--- config.mk ---
export PLATFORM = sky130hd
export DESIGN_NAME = weight_pattern_generator
export DESIGN_NICKNAME = d
export VERILOG_FILES = /design/src/rtl/weight_pattern_generator.sv
export SDC_FILE = /design/constraint.sdc
export NUM_CORES = 1
export LEC_CHECK = 0
export ABC_CLOCK_PERIOD_IN_PS = 2000
export CORE_UTILIZATION = 45
export CTS_CLUSTER_DIAMETER = 30
export DETAILED_ROUTE_END_ITERATION = 7
export GPL_ROUTABILITY_DRIVEN = 0
export PLACE_DENSITY_LB_ADDON = 0.12
export SLEW_MARGIN = 20
export SYNTH_ARGS = -nofsm -noshare
export SYNTH_HDL_FRONTEND = slang
export SYNTH_SLANG_ARGS = --single-unit
--- constraint.sdc ---
create_clock -name clk -period 2 [get_ports clk]
set_input_delay 0.5 -clock clk [delete_from_list [all_inputs] [get_ports clk]]
set_output_delay 0.5 -clock clk [all_outputs]
set_load 0.05 [all_outputs]
--- src/rtl/weight_pattern_generator.sv ---
// Enumerates every WID_Pattern-bit word of a requested popcount in increasing order,
// one word per valid/ready transfer, using a divider-free Gosper successor.
module weight_pattern_generator #(
    parameter int WID_Pattern = 8,
    parameter int WID_Weight  = 4
) (
    input  logic                   clk,
    input  logic                   rst_n,
    input  logic                   local_WG_start,
    input  logic [WID_Weight-1:0]  local_WG_weight,
    input  logic                   local_WG_abort,
    input  logic                   local_WG_ready,
    output logic                   WG_local_valid,
    output logic [WID_Pattern-1:0] WG_local_pattern,
    output logic                   WG_local_last,
    output logic                   WG_local_busy,
    output logic                   WG_local_error
);

    localparam int N   = WID_Pattern;
    localparam int TZW = $clog2(N + 1);

    typedef enum logic {S_IDLE, S_RUN} state_t;

    state_t         r_state;
    logic [N-1:0]   r_pattern;
    logic [N-1:0]   r_top;
    logic           r_valid;
    logic           r_last;
    logic           r_busy;
    logic           r_error;

    logic           w_weight_ok;
    logic [N-1:0]   w_first;
    logic [N-1:0]   w_top;
    logic [N:0]     w_x;
    logic [N:0]     w_low;
    logic [N:0]     w_ripple;
    logic [N-1:0]   w_ones;
    logic [N-1:0]   w_next;

    function automatic logic [TZW-1:0] f_tz(input logic [N:0] v);
        logic [TZW-1:0] n;
        n = '0;
        for (int i = N; i >= 0; i--) begin
            if (v[i]) n = TZW'(i);
        end
        return n;
    endfunction

    // First pattern is the W low bits; the final one is the same block shifted to the top.
    always_comb begin
        w_weight_ok = (int'(local_WG_weight) <= N);
        w_first     = '0;
        w_top       = '0;
        for (int i = 0; i < N; i++) begin
            w_first[i] = (i < int'(local_WG_weight));
            w_top[i]   = (i + int'(local_WG_weight) >= N);
        end
    end

    // Gosper successor: the division by the lowest set bit becomes a right shift by its index.
    always_comb begin
        w_x      = {1'b0, r_pattern};
        w_low    = w_x & (-w_x);
        w_ripple = w_x + w_low;
        w_ones   = N'(((w_ripple ^ w_x) >> 2) >> f_tz(w_low));
        w_next   = w_ripple[N-1:0] | w_ones;
    end

    always_ff @(posedge clk or negedge rst_n) begin
        if (!rst_n) begin
            r_state   <= S_IDLE;
            r_pattern <= '0;
            r_top     <= '0;
            r_valid   <= 1'b0;
            r_last    <= 1'b0;
            r_busy    <= 1'b0;
            r_error   <= 1'b0;
        end else begin
            r_error <= 1'b0;
            case (r_state)
                S_IDLE: begin
                    if (local_WG_start && !local_WG_abort) begin
                        if (w_weight_ok) begin
                            r_state   <= S_RUN;
                            r_pattern <= w_first;
                            r_top     <= w_top;
                            r_valid   <= 1'b1;
                            r_busy    <= 1'b1;
                            r_last    <= (w_first == w_top);
                        end else begin
                            r_error <= 1'b1;
                        end
                    end
                end
                S_RUN: begin
                    if (local_WG_abort || (local_WG_ready && r_last)) begin
                        r_state   <= S_IDLE;
                        r_pattern <= '0;
                        r_valid   <= 1'b0;
                        r_busy    <= 1'b0;
                        r_last    <= 1'b0;
                    end else if (local_WG_ready) begin
                        r_pattern <= w_next;
                        r_last    <= (w_next == r_top);
                    end
                end
                default: r_state <= S_IDLE;
            endcase
        end
    end

    assign WG_local_valid   = r_valid;
    assign WG_local_pattern = r_pattern;
    assign WG_local_last    = r_last;
    assign WG_local_busy    = r_busy;
    assign WG_local_error   = r_error;

endmodule

==> results by group, run 1 <==
STA
  • Hold WS: 0.523 ns
  • Worst setup margin: -0.267 ns
  • Maximum clock rate: 0.441 GHz
  • Min Tclk post-route: 2.27 ns
  • Max-slew headroom at the worst pin: 0.670
  • Max-slew violation count: 0
  • Final hold viol count: 0
  • Tcrit/Tclk final: 1.13
  • Slew of the pin with the lowest slew margin: 0.493 ns
  • Setup violations, final: 6
  • Clock skew: 0.00133 ns
  • Post-route setup TNS: -0.910 ns
  • RSZ-0062 raised after global routing: true

Detailed routing
  • WL final: 5.97 mm
  • Vias per std cell: 6.14
  • DRT antenna net count: 0
  • Via Count: 2221
  • Detailed Route Iter0 Violations: 214
  • DR WL/cell: 16.5 um
  • DRT Pass-1 Iters: 6
  • DRC: 0

Run status
  • Failing checks: setup timing
  • Outcome: finished with violations

Global route
  • First-pass GRT wire length: 9.83 mm
  • Largest net degree at the start of global routing: 21
  • Initial antenna violation count: 0
  • Number of global-route vias before repair: 2079
  • Global route overflow: 0
  • Global-route usage over all layers: 0.301

Finish
  • Nets: 324
  • Non-Filler Instances: 362
  • Layout cell share with drive strength beyond 1: 0.376
  • Area growth from synthesis to layout: 48.4%
  • Cell area after layout: 0.00270 sq mm
  • Antenna fix cells: 0
  • Fin util: 0.716

Clocking
  • Clock Tree Buf Depth: 2
  • H-tree Lvls: 1
  • Clock sinks: 20
  • Clk Latency, worst-skew pair: 0.26 ns
  • CTS tree: done
  • Clk root buf: clkbuf_8
  • CTS buffer count: 3
  • Clock-pin slew on the worst setup and hold paths: 0.07 ns

Placed design
  • Placed insts: 352
  • Dpl hpwl: 4.51 mm
  • Post-place setup slack: -0.222 ns
  • IO Port Bufs: 20
  • Area after DPL: 0.00251 sq mm

Yosys
  • Primary FF master, synth: dfrtp_1
  • Mapped Cells: 240
  • Post-Syn Area: 0.00182 sq mm
  • EDFF count, synth: 0
  • Post-synthesis area per instance: 7.58 sq um
  • Count of state elements after synthesis: 20
  • Synth Warn #: 0
  • Post-synth ARST share: 1.00
  • Mapped Nets: 249
  • Seq/Total Area, Yosys: 0.275
  • Synth unique cells: 58

Floorplanning
  • Die area: 0.00430 sq mm
  • Initial Utilization: 0.482
  • DIE HEIGHT: 65.6 um
  • CORE AREA: 0.00377 sq mm
  • Ports: 21
  • # rows: 22
  • Die Span X: 65.6 um

Power
  • Sw Share: 0.466
  • Leak Pwr: 1.16 nW
  • Internal power: 1.63 mW
  • Share of total power in sequential cells: 0.207
  • P per Cell Area: 1130 mW/mm^2
  • Total power of the final layout: 3.06 mW
  • Clock power share: 0.090
  • Worst vdd ir: 792 uV
  • Comb pwr share: 0.703
  • Total net switching power: 1.43 mW

Job
  • Max_cap viols: 0

Min path
  • Worst Hold Depth: 2
  • Hold WC Path Type: flip-flop to flip-flop

Setup path
  • Critical path fanouts, max: 6
  • Worst setup SP type: flip-flop
  • Crit path DAT: 2.46 ns
  • Req. time, crit path: 2.19 ns
  • Kind of critical path: flip-flop to flip-flop
  • Worst reg-to-reg path cell count: 10
  • Element type at the critical path end: flip-flop
what timing repair did:
action                     in CTS  in global routing
gates resized for setup         8                 12
setup buffers                   5                  1
hold buffers                    0                  0
setup endpoints to repair       8                  9
pin swaps                       2                  5
cloned                          0                  0
power by group through the flow:
| stage | clock network (mW) | registers, mW | logic (mW) |
|---|---|---|---|
| after CTS | 0.276 | 0.629 | 2.03 |
| after detailed placement | 0 | 0.640 | 1.91 |
| final | 0.275 | 0.635 | 2.15 |
| after global placement | 0 | 0.634 | 1.90 |
| after floorplan | 0 | 0.792 | 1.01 |
| after global routing | 0.290 | 0.647 | 2.30 |
worst paths after layout:
check,endpoint,slack (ns),startpoint
worst max-delay path,WG_local_last$_DFFE_PN0P_,-0.27,WG_local_pattern[2]$_DFFE_PN0P_
worst min-delay path,r_top[2]$_DFFE_PN0P_,0.52,r_top[2]$_DFFE_PN0P_
worst max register to register,WG_local_last$_DFFE_PN0P_,-0.27,WG_local_pattern[2]$_DFFE_PN0P_
worst min register to register,r_top[2]$_DFFE_PN0P_,0.52,r_top[2]$_DFFE_PN0P_
max in group asynchronous,WG_local_pattern[6]$_DFFE_PN0P_,1.19,rst_n
min in group asynchronous,WG_local_pattern[4]$_DFFE_PN0P_,0.57,rst_n
cell type report:
class | instances | area (sq um)
tap | 48 | 60.1
multi-input combinational | 194 | 1320
timing repair buffer | 89 | 741
clock buffer | 4 | 45.0
fill | 299 | 1070
inverter | 7 | 26.3
sequential | 20 | 509
logic make-up (layout without fill, tap and decap cells):
group / after synthesis / count (layout) / share of synthesized area
AOI/OAI and AO/OA: 86 / 86 / 0.336
xor gates and xnor gates: 6 / 6 / 0.0289
buffers and inverters: 26 / 100 / 0.0640
DFF: 20 / 20 / 0.275
muxes: 3 / 3 / 0.0172
and+or+nand+nor: 99 / 99 / 0.279
synthesized netlist by cell type (all sizes together), types with 2 or more instances:
library cell | n | area share
dfrtp | 20 | 0.28
and3 | 4 | 0.014
nand2 | 29 | 0.060
o221ai | 8 | 0.039
nand2b | 6 | 0.021
a21o | 3 | 0.012
inv | 7 | 0.014
nor3 | 6 | 0.017
nor2 | 17 | 0.035
and4 | 2 | 0.0096
o2111ai | 4 | 0.019
o21a | 5 | 0.021
xnor2 | 2 | 0.0096
a211oi | 2 | 0.0083
clkbuf | 11 | 0.023
or2 | 6 | 0.022
and2 | 4 | 0.014
nand4 | 6 | 0.021
nor4 | 3 | 0.010
nor2b | 2 | 0.0069
nand3 | 9 | 0.025
a32o | 2 | 0.011
o311ai | 2 | 0.014
a31oi | 4 | 0.014
a21oi | 12 | 0.033
o21ai | 22 | 0.061
o211ai | 7 | 0.032
buf | 8 | 0.027
a41oi | 2 | 0.0096
xor2 | 4 | 0.019
mux2i | 2 | 0.011
placed cells by master, fill, tap and decap left out, types with 3 or more instances in the layout:
| cell type | netlist | layout |
|---|---|---|
| buf_4 | 1 | 76 |
| and2_1 | 4 | 4 |
| o21ai_1 | 2 | 3 |
| o21a_1 | 5 | 5 |
| nand2_1 | 29 | 26 |
| xor2_1 | 4 | 4 |
| dfrtp_1 | 20 | 13 |
| o221ai_1 | 8 | 4 |
| clkdlybuf4s50_1 | 0 | 9 |
| nand2b_1 | 6 | 5 |
| nand4_1 | 6 | 6 |
| clkbuf_8 | 0 | 3 |
| o221ai_2 | 0 | 4 |
| nor3_1 | 6 | 6 |
| nor2_1 | 17 | 16 |
| inv_1 | 7 | 7 |
| o211ai_1 | 6 | 6 |
| o2111ai_1 | 4 | 4 |
| a21o_1 | 3 | 3 |
| dfrtp_2 | 0 | 7 |
| nand3_1 | 9 | 8 |
| o21ai_0 | 20 | 18 |
| buf_12 | 0 | 4 |
| a21oi_1 | 12 | 11 |
state kept, by name, indices dropped and copies added, names as in the netlist:
| name | count |
|---|---|
| WG_local_last | 1 |
| r_state | 1 |
| r_top | 8 |
| WG_local_pattern | 8 |
| WG_local_error | 1 |
| WG_local_busy | 1 |
critical path, cell delays in order, from the launching register on:
cell and delay [ns]:
dfrtp_2 0.43, buf_4 0.16, and4_2 0.26, and2_1 0.19
buf_4 0.14, and3_1 0.17, o21ai_1 0.16, o2111ai_1 0.15
and4b_1 0.29, o2111ai_1 0.12, o21ai_1 0.13
layer usage:
metal | GRT usage | routed length, um
met1 | 0.411 | 2650
met2 | 0.494 | 2830
met3 | 0.0278 | 281
met4 | 0.103 | 202
met5 | 0 | 0
Power figures use the tool's default switching activity.
==> inputs of run 2 (changes only) <==
Settings changed: SLEW_MARGIN 20 to 10.
==> results of run 2 <==
No change in the layout: final DEF, timing and power equal those of run 1.
==> inputs of run 3 (changes only) <==
Settings changed: CTS_BUF_LIST set to sky130_fd_sc_hd__clkbuf_8.
==> results by group, run 3 (synthesis results as in run 1) <==
Finish
  • Nets: 324 (unchanged)
  • Commonest non-fill, non-tap cells in the layout: buf_4, nand2_1, o21ai_0
  • Fillers: 299 (unchanged)
  • Area growth from synthesis to layout: 48.4% (unchanged)
  • Non-Filler Instances: 362 (unchanged)
  • Antenna fix cells: 0 (unchanged)
  • Fin util: 0.716 (unchanged)
  • Layout cell share with drive strength beyond 1: 0.376 (unchanged)
  • Leading cell type in the layout, fill and taps excluded: buf_4
  • Cell area after layout: 0.00270 sq mm (unchanged)

Clocking
  • CTS buffer count: 3 (unchanged)
  • Clock sinks: 20 (unchanged)
  • Clk root buf: clkbuf_8
  • Clock Tree Buf Depth: 2 (unchanged)
  • Clk Latency, worst-skew pair: 0.26 ns (about the same)
  • CTS tree: done
  • Clock-pin slew on the worst setup and hold paths: 0.07 ns (about the same)
  • H-tree Lvls: 1 (unchanged)

Floorplanning
  • Die Span X: 65.6 um (unchanged)
  • CORE AREA: 0.00377 sq mm (unchanged)
  • # rows: 22 (unchanged)
  • Initial Utilization: 0.482 (unchanged)
  • DIE HEIGHT: 65.6 um (unchanged)
  • Die area: 0.00430 sq mm (unchanged)
  • Ports: 21 (unchanged)

Power
  • Leak Pwr: 1.16 nW (+0.36%)
  • Total power of the final layout: 3.05 mW (-0.31%)
  • P per Cell Area: 1130 mW/mm^2 (-0.31%)
  • Worst vdd ir: 794 uV (+0.30%)

Setup path
  • Req. time, crit path: 2.14 ns (-0.05 ns)
  • Worst setup SP type: flip-flop
  • Element type at the critical path end: flip-flop
  • Kind of critical path: flip-flop to flip-flop
  • Crit path DAT: 2.41 ns (-0.05 ns)
  • Critical path fanouts, max: 7 (+1)
  • R2r setup slk: -0.26 ns (about the same)

STA
  • Post-route setup TNS: -0.881 ns (+0.0283 ns)
  • Clock skew: 0.00140 ns (+0.0000657 ns)
  • Maximum clock rate: 0.442 GHz (+0.17%)
  • RSZ-0062 raised after global routing: true
  • Max-slew violation count: 0 (unchanged)
  • Worst setup margin: -0.264 ns (+0.00386 ns)
  • Setup violations, final: 6 (unchanged)
  • Slew of the pin with the lowest slew margin: 0.493 ns (-0.000228 ns)
  • Max-slew headroom at the worst pin: 0.670 (about the same)
  • Min Tclk post-route: 2.26 ns (-0.00386 ns)
  • Final hold viol count: 0 (unchanged)
  • Hold WS: 0.522 ns (-0.00108 ns)
  • Tcrit/Tclk final: 1.13 (-0.00193)

Detailed routing
  • DRT antenna net count: 0 (unchanged)
  • DRC: 0 (unchanged)
  • DR WL/cell: 16.4 um (-0.32%)
  • DRT Pass-1 Iters: 4 (-2)
  • Vias per std cell: 6.06 (-1.3%)
  • Via Count: 2193 (-1.3%)
  • WL final: 5.95 mm (-0.32%)
  • Detailed Route Iter0 Violations: 214 (unchanged)

Placed design
  • Dpl hpwl: 4.51 mm (unchanged)
  • Placed insts: 352 (unchanged)
  • Post-place setup slack: -0.222 ns (unchanged)
  • IO Port Bufs: 20 (unchanged)
  • Area after DPL: 0.00251 sq mm (unchanged)

Run status
  • Failing checks: setup timing
  • Outcome: finished with violations

Min path
  • Hold WC Path Type: flip-flop to flip-flop

Global route
  • Initial antenna violation count: 0 (unchanged)
  • Number of global-route vias before repair: 2079 (unchanged)
  • Largest net degree at the start of global routing: 21 (unchanged)
  • Global route overflow: 0 (unchanged)
  • First-pass GRT wire length: 9.83 mm (unchanged)
  • Global-route usage over all layers: 0.301 (unchanged)

Job
  • Max_cap viols: 0 (unchanged)
[run 3: cell types whose count changed in the layout (fill, tap and decap cells not counted), sizes merged]
cell and change:
inv +1, clkbuf -1
[run 3: final cells by class]
| type | count | area (sq um) | share of cell area |
|---|---|---|---|
| multi-input combinational | 194 | 1320 | 0.488 |
| sequential | 20 | 509 | 0.189 |
| clock inverter | 1 | 3.75 | 0.00139 |
| clock buffer | 3 | 41.3 | 0.0153 |
| inverter | 7 | 26.3 | 0.00973 |
| tap | 48 | 60.1 | 0.0222 |
| timing repair buffer | 89 | 741 | 0.274 |
[run 3: layer usage]
| layer | global-route usage | share of wire | routed length, um | vias up |
|---|---|---|---|---|
| met4 | 0.103 | 0.031 | 183 | 0 |
| met1 | 0.411 | 0.44 | 2630 | 1030 |
| met5 | 0 | 0 | 0 | - |
| met2 | 0.494 | 0.48 | 2860 | 86 |
| li1 | - | - | - | 1057 |
| met3 | 0.0278 | 0.046 | 273 | 20 |
[run 3: final timing paths]
path                                                 startpoint                              end  cells after the start
min in group asynchronous                                 rst_n             r_top[4]$_DFFE_PN0P_                      2
max in group asynchronous                                 rst_n  WG_local_pattern[6]$_DFFE_PN0P_                      2
worst max register to register  WG_local_pattern[3]$_DFFE_PN0P_        WG_local_last$_DFFE_PN0P_                      8
worst max-delay path            WG_local_pattern[3]$_DFFE_PN0P_        WG_local_last$_DFFE_PN0P_                      8
worst min-delay path                       r_top[5]$_DFFE_PN0P_             r_top[5]$_DFFE_PN0P_                      2
worst min register to register             r_top[5]$_DFFE_PN0P_             r_top[5]$_DFFE_PN0P_                      2
[run 3: critical path, cell delays in order (launching register included)]
cell,delay [ns]
dfrtp_2,0.45
or2_1,0.24
or4_4,0.56
a21bo_1,0.21
o211ai_1,0.13
nand4_1,0.17
and4b_1,0.23
o2111ai_1,0.10
o21ai_1,0.08
[run 3: power by group]
part	switching, mW	internal, mW
logic	1.16	0.988
registers	0.130	0.504
clock network	0.130	0.137
[run 3: timing repair]
item / CTS / global route
pin swaps: 2 / 5
gates resized for setup: 8 / 12
hold buffers: 0 / 0
endpoints found under the setup margin: 8 / 9
buffers inserted: 5 / 1
==> edit: new RTL, settings of run 3 <==
Change the parameter `WID_Weight` from 4 to 5.
--- a/src/rtl/weight_pattern_generator.sv
+++ b/src/rtl/weight_pattern_generator.sv
@@ -4,3 +4,3 @@
     parameter int WID_Pattern = 8,
-    parameter int WID_Weight  = 4
+    parameter int WID_Weight  = 5
 ) (
Interface: changed (resized local_WG_weight); port bits go from 21 to 22. The function was not compared with the original's and may differ.
==> edit against run 3 <==
  * The flow still finishes with violations (setup timing)
  * Synthesized area up 11%
  * Via count increased by 21%
  * Sequential cell count stayed put
  * Synthesized cell count is 11% higher
  * Final area is 25% higher
  * Power grew 14%
  * Wire length up 30%
  * Worst setup slack worse by 400 ps
  * Largest cell class unchanged
  * Highest routed layer unchanged
==> edit: results (changes against run 3) <==
Outcome = finished with violations (unchanged)
Violated checks = setup timing (unchanged)
Worst slack after detailed placement = -672 ps (was -222 ps)
Leakage power summed over all cells = 0.00148 uW (was 0.00116 uW)
Detailed placement HPWL = 5170 um (was 4510 um)
Vias per inst = 6.12 (was 6.06)
Adder-cell share of the synthesized area = 1.85% (was 0%)
Finish-stage setup viols = 8 (was 6)
Number of nets in the layout = 395 (was 324)
Depth of the worst register-to-register path = 11 (was 8)
Router iterations before antenna repair = 5 (was 4)
Port Buf Inserts = 21 (was 20)
Post-Synthesis Cells = 267 (was 240)
Number of distinct standard cells referenced by the synthesized netlist = 60 (was 58)
Synth Area in Compound Gates = 31.5% (was 33.6%)
Number of instances on the worst hold path = 2 (unchanged)
Postcts setup bufs = 10 (was 5)
Top cells by area in the synthesized netlist = sky130_fd_sc_hd__dfrtp_1 (25%), sky130_fd_sc_hd__a21oi_1 (6.2%), sky130_fd_sc_hd__o21ai_0 (5.4%) (was sky130_fd_sc_hd__dfrtp_1 (28%), sky130_fd_sc_hd__nand2_1 (6.0%), sky130_fd_sc_hd__o21ai_0 (5.5%))
Overall routing resource usage = 29.4% (was 30.1%)
Synth top cells by count = sky130_fd_sc_hd__nor2_1 (26), sky130_fd_sc_hd__a21oi_1 (25), sky130_fd_sc_hd__o21ai_0 (22) (was sky130_fd_sc_hd__nand2_1 (29), sky130_fd_sc_hd__dfrtp_1 (20), sky130_fd_sc_hd__o21ai_0 (20))
# resized after CTS = 29 (was 8)
First-pass GRT wire length = 11400 um (was 9830 um)
Non-filler instance count after layout = 433 (was 362)
Nets in the synthesized netlist = 280 (was 249)
Launching point of the worst reg2reg path = WG_local_pattern[1] (was WG_local_pattern[3])
Initial detailed-routing violation count = 276 (was 214)
Final hold slack = 527 ps (was 522 ps)
Worst slew slack as a fraction of its limit = 66.1% (was 67.0%)
Crit path max fanout = 4 (was 7)
Share of cells above drive strength 1 = 44.9% (was 37.6%)
Hold path endpoint = r_top[1] (was r_top[5])
Post-detailed-route wirelength per cell = 17.8 um (was 16.4 um)
Vias in the first global route = 2465 (was 2079)
Largest voltage drop on the vdd net = 0.477 mV (was 0.794 mV)
Post-place instance area = 0.00291 sq mm (was 0.00251 sq mm)
Data arrival at the endpoint of the critical path = 2840 ps (was 2410 ps)
Instance count after placement with tap cells included = 410 (was 352)
PnR worst setup slack = -663 ps (was -264 ps)
Slowest stage delay, CP = 470 ps (was 560 ps)
Root Driver = sky130_fd_sc_hd__clkbuf_8 (unchanged)
Worst-case clock skew = 8.08 ps (was 1.40 ps)
CP max-delay cell = sky130_fd_sc_hd__dfrtp_2 (was sky130_fd_sc_hd__or4_4)
Xor and xnor area share after synthesis = 1.73% (was 2.89%)
Share of cell area taken by muxes after synthesis = 6.29% (was 1.72%)
[edit: changes by cell type after synthesis, moves of 5 or more]
cell	before	now
sky130_fd_sc_hd__a21oi_1	12	25
sky130_fd_sc_hd__nand2_1	29	21
sky130_fd_sc_hd__nor2_1	17	26
sky130_fd_sc_hd__o221ai_1	8	1
sky130_fd_sc_hd__o31ai_1	0	5
[edit: stage by stage]
step,TNS (ps),utilization (%),power [uW]
floorplan,-3070,-,1730
global placement,-5070,66.8,2570
detailed placement,-5600,66.8,2590
CTS,-2730,72.8,3200
global route,-4210,77.4,3660
finish,-3300,77.4,3490
[edit: layer usage]
| layer | GRT usage [%] | part of all wire (%) | up-vias |
|---|---|---|---|
| li1 | - | - | 1231 |
| met1 | 36.4 | 38 | 1271 |
| met2 | 53.3 | 52 | 116 |
| met3 | 1.61 | 4.9 | 33 |
| met4 | 10.7 | 4.3 | 0 |
| met5 | 0 | 0 | - |
[edit: worst max-delay path by stage]
stage / slack [ps] / end / depth (start not counted) / start
2_1_floorplan: -640 / WG_local_last / 10 / WG_local_pattern[0]
3_3_place_gp: -620 / WG_local_last / 9 / local_WG_abort
3_5_place_dp: -670 / WG_local_last / 9 / local_WG_abort
4_1_cts: -550 / WG_local_last / 10 / WG_local_pattern[2]
5_1_grt: -710 / WG_local_last / 11 / WG_local_pattern[1]
6_report: -660 / WG_local_last / 11 / WG_local_pattern[1]
[edit: final cells by class]
type | count | area share [%]
well taps | 52 | 1.93
inverters | 8 | 0.891
clock buffers | 3 | 1.22
flip-flops and latches | 20 | 15.1
clock inverters | 1 | 0.891
repair buffers | 132 | 32.9
multi-input cells | 217 | 47.1
[edit: power breakdown]
group / switching, uW / total [uW] / internal [uW]
Combinational: 1240 / 2430 / 1190
Clock: 144 / 411 / 267
Sequential: 139 / 642 / 503
Total: 1530 / 3490 / 1960
